## src/rtl/risc_v_mem_pkg.sv

```systemverilog
// Shared types and helpers for the instruction/data memory arbiter.
// Latency: n/a (types and pure functions only).
// Backpressure: n/a.
// Contents: arbiter state, access size, port owner, latched request context,
// and the size-alignment helpers used by the lane steering logic.
package risc_v_mem_pkg;

    typedef enum logic {ARB_IDLE, ARB_WAIT} arb_state_e;

    typedef enum logic [1:0] {
        SIZE_B = 2'd0,
        SIZE_H = 2'd1,
        SIZE_W = 2'd2
    } mem_size_e;

    typedef enum logic {OWNER_IF, OWNER_D} arb_owner_e;

    // Everything the response path needs to remember about the access in flight.
    typedef struct packed {
        arb_owner_e owner;
        logic       we;
        logic [1:0] size;
        logic [1:0] off;
    } req_ctx_t;

    // Byte offset actually used: address bits below the size alignment are dropped.
    // Size 3 behaves as a word.
    function automatic logic [1:0] eff_offset(input logic [1:0] size, input logic [1:0] off);
        case (size)
            SIZE_B:  return off;
            SIZE_H:  return {off[1], 1'b0};
            default: return 2'b00;
        endcase
    endfunction

    function automatic logic misaligned(input logic [1:0] size, input logic [1:0] off);
        case (size)
            SIZE_B:  return 1'b0;
            SIZE_H:  return off[0];
            default: return off != 2'b00;
        endcase
    endfunction

endpackage

```

## src/rtl/risc_v_mem_lane.sv

```systemverilog
// Byte-lane steering: store byte enables / replicated write data, load data shifted to lane 0.
// Latency: purely combinational.
// Backpressure: none, no state.
// Ports: req_size_i/req_off_i/req_wdata_i -> be_o, wdata_o (request side);
//        rsp_size_i/rsp_off_i/rsp_rdata_i -> rsp_data_o (response side, zero-extended).
module risc_v_mem_lane
    import risc_v_mem_pkg::*;
(
    input  logic [1:0]  req_size_i,
    input  logic [1:0]  req_off_i,
    input  logic [31:0] req_wdata_i,
    output logic [3:0]  be_o,
    output logic [31:0] wdata_o,
    input  logic [1:0]  rsp_size_i,
    input  logic [1:0]  rsp_off_i,
    input  logic [31:0] rsp_rdata_i,
    output logic [31:0] rsp_data_o
);

    logic [1:0]  req_eff;
    logic [1:0]  rsp_eff;
    logic [31:0] shifted;

    always_comb begin
        req_eff = eff_offset(req_size_i, req_off_i);
        be_o    = 4'hF;
        wdata_o = req_wdata_i;
        case (req_size_i)
            SIZE_B: begin
                be_o    = 4'b0001 << req_eff;
                wdata_o = {4{req_wdata_i[7:0]}};
            end
            SIZE_H: begin
                be_o    = 4'b0011 << req_eff;
                wdata_o = {2{req_wdata_i[15:0]}};
            end
            default: ;
        endcase
    end

    always_comb begin
        rsp_eff    = eff_offset(rsp_size_i, rsp_off_i);
        shifted    = rsp_rdata_i >> {rsp_eff, 3'b000};
        rsp_data_o = shifted;
        case (rsp_size_i)
            SIZE_B:  rsp_data_o = {24'b0, shifted[7:0]};
            SIZE_H:  rsp_data_o = {16'b0, shifted[15:0]};
            default: ;
        endcase
    end

endmodule

```

## src/rtl/risc_v_mem_arbiter.sv

```systemverilog
// Shares one single-ported memory between the fetch port and the load/store port, one access in flight.
// Latency: request issued to memory the cycle it is accepted; response pulse one cycle after mem_rvalid_i.
// Backpressure: ready only in IDLE for the granted port; data wins unless fetch has waited STARVE_MAX data grants.
// Ports: clk_i, reset_i (sync, active-high); if_req_*/if_resp_* fetch port; d_req_*/d_resp_* load/store port;
//        mem_* single memory port (mem_rvalid_i completes every access, reads and writes).
// Optional feature: RISC_V_ARB_MISALIGN_CHECK_EN rejects misaligned accesses with an error response.
module risc_v_mem_arbiter
    import risc_v_mem_pkg::*;
#(
    parameter int XLEN       = 32,
    parameter int STARVE_MAX = 4
) (
    input  logic            clk_i,
    input  logic            reset_i,
    input  logic            if_req_valid_i,
    output logic            if_req_ready_o,
    input  logic [XLEN-1:0] if_addr_i,
    output logic            if_resp_valid_o,
    output logic [XLEN-1:0] if_resp_data_o,
    input  logic            d_req_valid_i,
    output logic            d_req_ready_o,
    input  logic [XLEN-1:0] d_addr_i,
    input  logic            d_write_en_i,
    input  logic [1:0]      d_size_i,
    input  logic [XLEN-1:0] d_write_data_i,
    output logic            d_resp_valid_o,
    output logic [XLEN-1:0] d_resp_data_o,
    output logic            d_resp_err_o,
    output logic            mem_req_o,
    output logic [XLEN-1:0] mem_addr_o,
    output logic            mem_we_o,
    output logic [3:0]      mem_be_o,
    output logic [XLEN-1:0] mem_wdata_o,
    input  logic [XLEN-1:0] mem_rdata_i,
    input  logic            mem_rvalid_i
);

    localparam int SW = $clog2(STARVE_MAX + 1);
    localparam logic [SW-1:0] STARVE_LIM = SW'(STARVE_MAX);

    arb_state_e      state_q;
    logic [SW-1:0]   starve_q;
    req_ctx_t        ctx_q;
    logic            if_resp_valid_q;
    logic            d_resp_valid_q;
    logic            d_resp_err_q;
    logic [31:0]     resp_data_q;

    logic            grant_d;
    logic            grant_if;
    logic            req_mis;
    logic [1:0]      req_size;
    logic [31:0]     req_addr;
    logic [3:0]      lane_be;
    logic [31:0]     lane_wdata;
    logic [31:0]     lane_rdata;

    // Grants are suppressed while reset is held so nothing is accepted before the first clean cycle.
    always_comb begin
        grant_d  = 1'b0;
        grant_if = 1'b0;
        if (!reset_i && state_q == ARB_IDLE) begin
            if (d_req_valid_i && !(if_req_valid_i && starve_q == STARVE_LIM)) begin
                grant_d = 1'b1;
            end else if (if_req_valid_i) begin
                grant_if = 1'b1;
            end
        end
    end

    assign req_size = grant_d ? d_size_i : 2'(SIZE_W);
    assign req_addr = grant_d ? d_addr_i : if_addr_i;

`ifdef RISC_V_ARB_MISALIGN_CHECK_EN
    assign req_mis = (grant_d || grant_if) && misaligned(req_size, req_addr[1:0]);
`else
    assign req_mis = 1'b0;
`endif

    risc_v_mem_lane u_lane (
        .req_size_i  (d_size_i),
        .req_off_i   (d_addr_i[1:0]),
        .req_wdata_i (d_write_data_i),
        .be_o        (lane_be),
        .wdata_o     (lane_wdata),
        .rsp_size_i  (ctx_q.size),
        .rsp_off_i   (ctx_q.off),
        .rsp_rdata_i (mem_rdata_i),
        .rsp_data_o  (lane_rdata)
    );

    assign if_req_ready_o = grant_if;
    assign d_req_ready_o  = grant_d;

    // A rejected (misaligned) access is accepted but never reaches memory.
    assign mem_req_o   = (grant_d || grant_if) && !req_mis;
    assign mem_addr_o  = mem_req_o ? {req_addr[31:2], 2'b00} : 32'b0;
    assign mem_we_o    = mem_req_o && grant_d && d_write_en_i;
    assign mem_be_o    = mem_req_o ? (grant_d ? lane_be : 4'hF) : 4'h0;
    assign mem_wdata_o = (mem_req_o && grant_d) ? lane_wdata : 32'b0;

    assign if_resp_valid_o = if_resp_valid_q;
    assign d_resp_valid_o  = d_resp_valid_q;
    assign d_resp_err_o    = d_resp_err_q;
    assign if_resp_data_o  = resp_data_q;
    assign d_resp_data_o   = resp_data_q;

    always_ff @(posedge clk_i) begin
        if (reset_i) begin
            state_q         <= ARB_IDLE;
            starve_q        <= '0;
            ctx_q           <= '{owner: OWNER_IF, we: 1'b0, size: 2'b00, off: 2'b00};
            if_resp_valid_q <= 1'b0;
            d_resp_valid_q  <= 1'b0;
            d_resp_err_q    <= 1'b0;
            resp_data_q     <= 32'b0;
        end else begin
            if_resp_valid_q <= 1'b0;
            d_resp_valid_q  <= 1'b0;
            d_resp_err_q    <= 1'b0;

            // Counts data grants that overtook a waiting fetch.
            if (!if_req_valid_i || grant_if) begin
                starve_q <= '0;
            end else if (grant_d && starve_q != STARVE_LIM) begin
                starve_q <= starve_q + 1'b1;
            end

            case (state_q)
                ARB_IDLE: begin
                    if (grant_d || grant_if) begin
                        if (req_mis) begin
                            if_resp_valid_q <= grant_if;
                            d_resp_valid_q  <= grant_d;
                            d_resp_err_q    <= grant_d;
                            resp_data_q     <= 32'b0;
                        end else begin
                            state_q     <= ARB_WAIT;
                            ctx_q.owner <= grant_d ? OWNER_D : OWNER_IF;
                            ctx_q.we    <= grant_d && d_write_en_i;
                            ctx_q.size  <= req_size;
                            ctx_q.off   <= req_addr[1:0];
                        end
                    end
                end
                ARB_WAIT: begin
                    if (mem_rvalid_i) begin
                        state_q <= ARB_IDLE;
                        if (ctx_q.owner == OWNER_IF) begin
                            if_resp_valid_q <= 1'b1;
                            resp_data_q     <= mem_rdata_i;
                        end else begin
                            d_resp_valid_q <= 1'b1;
                            resp_data_q    <= ctx_q.we ? 32'b0 : lane_rdata;
                        end
                    end
                end
                default: state_q <= ARB_IDLE;
            endcase
        end
    end

endmodule

```

## config.mk

```make
export PLATFORM = sky130hd
export DESIGN_NAME = risc_v_mem_arbiter
export DESIGN_NICKNAME = d
export VERILOG_FILES = /design/src/rtl/risc_v_mem_pkg.sv /design/src/rtl/risc_v_mem_lane.sv /design/src/rtl/risc_v_mem_arbiter.sv
export SDC_FILE = /design/constraint.sdc
export NUM_CORES = 1
export LEC_CHECK = 0
export BUFFER_PORTS_ARGS = -buffer_cell sky130_fd_sc_hd__buf_4
export CELL_PAD_IN_SITES_DETAIL_PLACEMENT = 0
export CELL_PAD_IN_SITES_GLOBAL_PLACEMENT = 1
export CORE_ASPECT_RATIO = 0.5
export CORE_MARGIN = 8
export CORE_UTILIZATION = 23
export DETAILED_ROUTE_END_ITERATION = 8
export MAX_ROUTING_LAYER = met4
export PLACE_DENSITY_LB_ADDON = 0.1
export SYNTH_ARGS = -nofsm -noshare
export SYNTH_HDL_FRONTEND = slang
export SYNTH_SLANG_ARGS = --single-unit
```

## constraint.sdc

```tcl
create_clock -name clk_i -period 1.4 [get_ports clk_i]
set_input_delay 0.07 -clock clk_i [delete_from_list [all_inputs] [get_ports clk_i]]
set_output_delay 0.07 -clock clk_i [all_outputs]
set_load 0.005 [all_outputs]
```

==> results of run 1 <==
-- cell type report --
type,instances,area (um2)
multi-input cells,337,2360
clock buffers,7,153
clock inverters,1,30.0
well taps,198,248
fillers,1506,7890
flip-flops and latches,44,890
inverters,7,41.3
repair buffers,332,2820
-- tightest hold or removal path, delay by kind of cell --
family | cells | cell delay [ns]
AO/OA/AOI/OAI | 1 | 0.06
buffers and inverters | 1 | 0.08
AND/OR/NAND/NOR | 1 | 0.07
-- registers in the layout (all words and copies together) (netlist names) --
| register | count |
|---|---|
| ctx_q | 6 |
| d_resp_valid_o | 1 |
| state_q | 1 |
| d_resp_data_o | 32 |
| starve_q | 3 |
| if_resp_valid_o | 1 |
-- cells in the mapped netlist (all sizes together) --
master	instances	area share
nor2	63	0.070
buf	49	0.096
a21oi	45	0.067
dfxtp	44	0.26
o21ai	38	0.056
a22o	30	0.078
nand2	29	0.033
clkbuf	28	0.031
mux2i	25	0.074
a22oi	17	0.038
nor3b	15	0.033
nand2b	14	0.026
and2	10	0.018
a211oi	9	0.020
a31o	7	0.018
inv	7	0.0078
nand4b	7	0.018
nor3	6	0.0089
nand3	4	0.0059
a222oi	2	0.0059
ha	2	0.0074
nor2b	2	0.0037
or3b	2	0.0052
a21bo	1	0.0030
conb	1	0.0011
nand3b	1	0.0022
nor4	1	0.0019
o311a	1	0.0030
or3	1	0.0019
or4b	1	0.0030
xnor2	1	0.0026
-- kinds of logic (layout without fill, tap and decap cells) --
kind of cell | after synthesis | in the layout | synth area share
AOI/OAI and AO/OA | 150 | 150 | 0.288
xor gates and xnor gates | 1 | 1 | 0.00259
adders and majority gates | 2 | 2 | 0.00740
buffers and inverters | 84 | 347 | 0.135
DFF | 44 | 44 | 0.260
muxes | 25 | 25 | 0.0740
other | 1 | 3 | 0.00111
and+or+nand+nor | 156 | 156 | 0.231
-- per-stage QoR --
stage               TNS (ns)  setup slack, ns
global placement       -4.79           -0.125
floorplan                  0          0.00152
CTS                   -20.50           -0.347
detailed placement     -5.37           -0.187
global route          -26.27           -0.403
finish                -21.34           -0.346
-- what timing repair did --
action,CTS,global route
setup endpoints to repair,90,99
gates resized for setup,78,59
hold buffers,0,0
cloned,4,3
buffers inserted,12,4
pin swaps,3,13
-- path summary, 6_finish.rpt --
check | endpoint | start | cells past startpoint
worst min register to register | d_resp_data_o[11] | d_resp_data_o[11] | 2
worst max-delay path | mem_addr_o[25] | starve_q[0] | 8
worst max register to register | starve_q[2] | starve_q[0] | 8
worst min-delay path | d_resp_data_o[21] | mem_rdata_i[21] | 3
-- report_power, final --
part	switching (mW)	internal, mW	leakage [nW]
sequential	0.0440	1.30	0.360
combinational	0.687	0.897	2.58
clock	0.510	0.941	0.0901
total	1.24	3.14	3.03
-- routing by layer --
metal,track usage,vias to the layer above
li1,-,2142
met2,0.296,118
met5,-,-
met3,0.0447,5
met4,0.0223,0
met1,0.193,1978
==> flow_metrics.py, run 1 <==
metrics = {
    "yosys": {
        "syn_area_um2": 3380,
        "yosysWarnings": 0,
        "ys_ff_latch": 44,
        "syn_avg_cell_area_um2": 7.30,
        "ys_seq_area_frac": 0.260,
        "synthCells": 463,
        "ys_types": 34,
    },
    "timing": {
        "worst_slew_pin_slew_ns": 0.570,
        "drv_slew": 0,
        "clock-skew-final_ns": 0.00869,
        "fin_hold_ws_ns": 0.0314,
        "rsz0062_at_grt": "yes",
        "min_period_over_period": 1.25,
        "min_period_ns": 1.75,
        "setup_viol": 84,
        "fmax_ghz": 0.573,
        "hold_viol": 0,
        "setup_slack_ns": -0.346,
        "slew_headroom": 0.618,
    },
    "drt": {
        "avgRoutedWirePerCell_um": 18.4,
        "vias": 4243,
        "m1WireLength_um": 7600,
        "firstDrtPassIters": 4,
        "postRouteAntennaNets": 0,
        "drt-total-wl_um": 17000,
        "wl_met2_um": 8390,
        "via_per_inst": 4.58,
        "post-route-drc-count": 0,
        "drt_iter0_markers": 183,
        "highest_layer": "met4",
        "wl_met3_um": 936,
    },
    "power_and_ir_drop": {
        "p_leak_nw": 3.03,
        "finalPower_mw": 4.38,
        "ir_drop_uv": 540,
        "p_per_area_nw_per_um2": 670,
    },
    "die": {
        "core_um2": 14400,
        "start_util": 0.234,
        "die_h_um": 102,
        "num_rows": 31,
        "die_w_um": 187,
        "die_area_um2": 19100,
        "pin_count": 275,
    },
    "final_layout": {
        "final_common_cell": "buf_4",
        "finalInstanceArea_um2": 6540,
        "nets": 865,
        "most-common-layout-cells": "buf_4, nor2_1, dfxtp_1",
        "final_cells": 926,
        "drive_above_1_share": 0.558,
        "diodes": 0,
        "post-route-util": 0.453,
        "area_growth_pct": 93.3,
    },
    "status": {
        "violations": "setup timing",
        "status": "finished with violations",
    },
    "worst_setup_path": {
        "end_kind": "output pin",
        "reg2reg_slack_ns": -0.23,
        "arrival_ns": 1.68,
        "slowest_delay_ns": 0.34,
        "critPathTopFamily": "compound AO/OA/AOI/OAI gates",
        "path_cells": "inv_2 > ha_4 > a21bo_4 > nand3_4 > inv_8 > buf_12 > a22o_1 > buf_6",
        "worst_ep_required_time_ns": 1.33,
        "worstPathMaxFanout": 10,
        "start_kind": "flop",
        "critPathKind": "reg2out",
        "slowest_stage": "dfxtp_2",
        "path_buf_inv": 4,
    },
    "cts": {
        "cts_inserted_buffers": 5,
        "clk_pin_slew_ns": 0.07,
        "clk_path_buf_depth": 2,
        "cts_sinks": 44,
        "clock_latency_ns": 0.29,
        "clockRootBuffer": "clkbuf_16",
        "cts_tree": "done",
        "h-tree-depth": 2,
    },
    "grt": {
        "grt_pass1_wl_um": 24800,
        "grt_pass1_vias": 4367,
        "grt_util_all_layers": 0.167,
        "overflow": 0,
        "grt_max_degree": 30,
        "antenna_found_initial": 0,
    },
    "place": {
        "place_hpwl_um": 13100,
        "gp_congestion": 0.722,
        "dp.cells": 898,
        "placed_area_um2": 5650,
        "io_buffers": 271,
    },
    "min_path": {
        "hold_class": "in2reg",
    },
    "run": {
        "cap_violations": 0,
    },
}
(Power assumes the default switching activity.)
==> run 2, diff against run 1 <==
--- a/config.mk
+++ b/config.mk
@@ -10,7 +10,7 @@
 export CELL_PAD_IN_SITES_GLOBAL_PLACEMENT = 1
 export CORE_ASPECT_RATIO = 0.5
 export CORE_MARGIN = 8
-export CORE_UTILIZATION = 23
+export CORE_UTILIZATION = 28
 export DETAILED_ROUTE_END_ITERATION = 8
 export MAX_ROUTING_LAYER = met4
 export PLACE_DENSITY_LB_ADDON = 0.1
==> constraint.sdc (replaced) <==
create_clock -name clk_i -period 2.2 [get_ports clk_i]
set_input_delay 0.22 -clock clk_i [delete_from_list [all_inputs] [get_ports clk_i]]
set_output_delay 0.22 -clock clk_i [all_outputs]
set_load 0.005 [all_outputs]
==> run 2 against run 1 <==
Effect of this change:
- the flow now finishes without violations
- first-iteration DRC count is 11% higher
- cell count decreased by 8.6%
- sequential cell count unchanged
- utilization rose by 1.3 points
- worst setup slack improved by 0.47 ns
- register-to-register slack better by 0.73 ns
- clock power decreased by 41%
- power down 43%
- via count is 3.6% lower
- hold slack better by 0.15 ns
- critical path type unchanged
- critical endpoint is now mem_addr_o[29]
- highest routed layer unchanged
==> flow_metrics.py, run 2 (synthesis gave the netlist of run 1 again) <==
metrics = {
    "place": {
        "place_hpwl_um": 12300,
        "dp.cells": 838,
        "post-place-ws_ns": 0.308,
        "gp_congestion": 0.782,
        "io_buffers": 271,
    },
    "cts": {
        "clock_latency_ns": 0.29,
        "clk_pin_slew_ns": 0.07,
        "cts_sinks": 44,
        "clk_path_buf_depth": 2,
        "cts_inserted_buffers": 5,
        "h-tree-depth": 2,
        "cts_tree": "done",
        "clockRootBuffer": "clkbuf_16",
    },
    "worst_setup_path": {
        "r2r.worst_path.cells": 5,
        "critPathKind": "reg2out",
        "reg2reg_from": "ctx_q[3]",
        "endpoint": "mem_addr_o[29]",
        "worst_ep_required_time_ns": 1.98,
        "end_kind": "output pin",
        "crit_path_start": "starve_q[0]",
        "rr_endpoint": "d_resp_data_o[11]",
        "worstPathMaxFanout": 31,
        "reg2reg_slack_ns": 0.50,
        "start_kind": "flop",
        "arrival_ns": 1.86,
    },
    "final_layout": {
        "regArea_um2": 881,
        "area_growth_pct": 62.7,
        "diodes": 0,
        "nets": 818,
        "multi_input_area_um2": 2070,
        "final_common_cell": "buf_4",
        "final_cells": 846,
        "largest_reg_flops": 32,
        "post-route-util": 0.466,
        "drive_above_1_share": 0.442,
        "nFillCells": 1228,
        "most-common-layout-cells": "buf_4, nor2_1, a21oi_1, dfxtp_1, o21ai_0",
    },
    "die": {
        "die_w_um": 171,
        "pin_count": 275,
        "core_um2": 11800,
        "num_rows": 28,
        "die_area_um2": 16100,
        "die_h_um": 93.7,
        "start_util": 0.286,
    },
    "timing": {
        "hold_viol": 0,
        "fmax_ghz": 0.481,
        "setup_slack_ns": 0.122,
        "min_period_ns": 2.08,
        "setup_viol": 0,
        "rsz0062_at_grt": "no",
        "min_period_over_period": 0.945,
        "worst_slew_pin_slew_ns": 0.941,
        "clock-skew-final_ns": 0.00745,
        "finalSetupTns_ns": 0,
        "slew_headroom": 0.373,
        "drv_slew": 0,
    },
    "min_path": {
        "hold_class": "in2reg",
    },
    "power_and_ir_drop": {
        "ir_drop_uv": 418,
        "p_leak_nw": 2.63,
        "p_per_area_nw_per_um2": 455,
    },
    "grt": {
        "grt_util_all_layers": 0.181,
        "antenna_found_initial": 0,
        "grt_pass1_wl_um": 22600,
        "overflow": 0,
        "grt_pass1_vias": 4078,
        "grt_max_degree": 39,
    },
    "drt": {
        "post-route-drc-count": 0,
        "firstDrtPassIters": 4,
        "drt-total-wl_um": 15200,
        "vias": 4091,
        "drt_iter0_markers": 204,
        "postRouteAntennaNets": 0,
        "avgRoutedWirePerCell_um": 18.0,
        "via_per_inst": 4.84,
    },
    "run": {
        "cap_violations": 0,
    },
    "status": {
        "status": "completed",
    },
}
-- run 2: changes by cell type in the layout (fill, tap and decap cells not counted), moves of 8 or more --
cell     before  now
buf_12        9    0
nor2_1       45   63
buf_4       292  282
o21ai_1      12    0
o21ai_2       8    0
a21oi_1      34   44
nor2_2        9    0
buf_6        24    2
nor2_4        9    0
o21ai_0      18   38
a21oi_2      10    1
-- run 2: area by class of cell --
type	instances	area share
clock inverters	3	0.00773
clock buffers	5	0.0227
well taps	165	0.0375
inverters	7	0.00478
flip-flops and latches	44	0.160
repair buffers	285	0.392
multi-input cells	337	0.375
-- run 2: metal layers --
layer  up-vias  GRT usage  wire length, um
li1       2038          -                -
met1      1915      0.202             6270
met2       130      0.329             7710
met3         8     0.0436             1090
met4         0     0.0352              140
met5         -          -                0
-- run 2: per-stage QoR --
| stage | hold slack, ns | cell area [um2] | power, mW |
|---|---|---|---|
| after floorplan | 0.368 | 3390 | 1.22 |
| after global placement | 0.470 | 5310 | 1.66 |
| after detailed placement | 0.477 | 5310 | 1.66 |
| after CTS | 0.176 | 5480 | 2.53 |
| after global routing | 0.189 | 5500 | 2.63 |
| final | 0.180 | 5500 | 2.50 |
-- run 2: timing repair --
item	CTS	global route
pin swaps	0	0
buffers inserted	0	0
setup endpoints to repair	13	42
gates resized for setup	1	6
hold buffers	0	0
-- run 2: power breakdown --
group | total, mW | leakage, nW | internal (mW) | switching [mW]
Clock | 0.862 | 0.0798 | 0.534 | 0.328
Combinational | 0.785 | 2.19 | 0.436 | 0.349
Sequential | 0.856 | 0.357 | 0.827 | 0.0293
-- run 2: critical path: stages, from the launching register on --
cell and delay, ns:
dfxtp_1 0.34, inv_1 0.07, ha_1 0.24, a21bo_2 0.23
nand3_2 0.10, inv_1 0.09, buf_8 0.18, a22o_1 0.20
buf_4 0.14
-- run 2: how the worst min path moves through the flow --
stage	from	endpoint	slack (ns)	depth (start not counted)
after floorplan	mem_rdata_i[16]	d_resp_data_o[16]	0.37	2
after global placement	mem_rdata_i[20]	d_resp_data_o[20]	0.47	3
after detailed placement	mem_rdata_i[17]	d_resp_data_o[17]	0.48	3
after CTS	mem_rdata_i[21]	d_resp_data_o[21]	0.18	3
after global routing	mem_rdata_i[18]	d_resp_data_o[18]	0.19	3
final	mem_rdata_i[21]	d_resp_data_o[21]	0.18	3
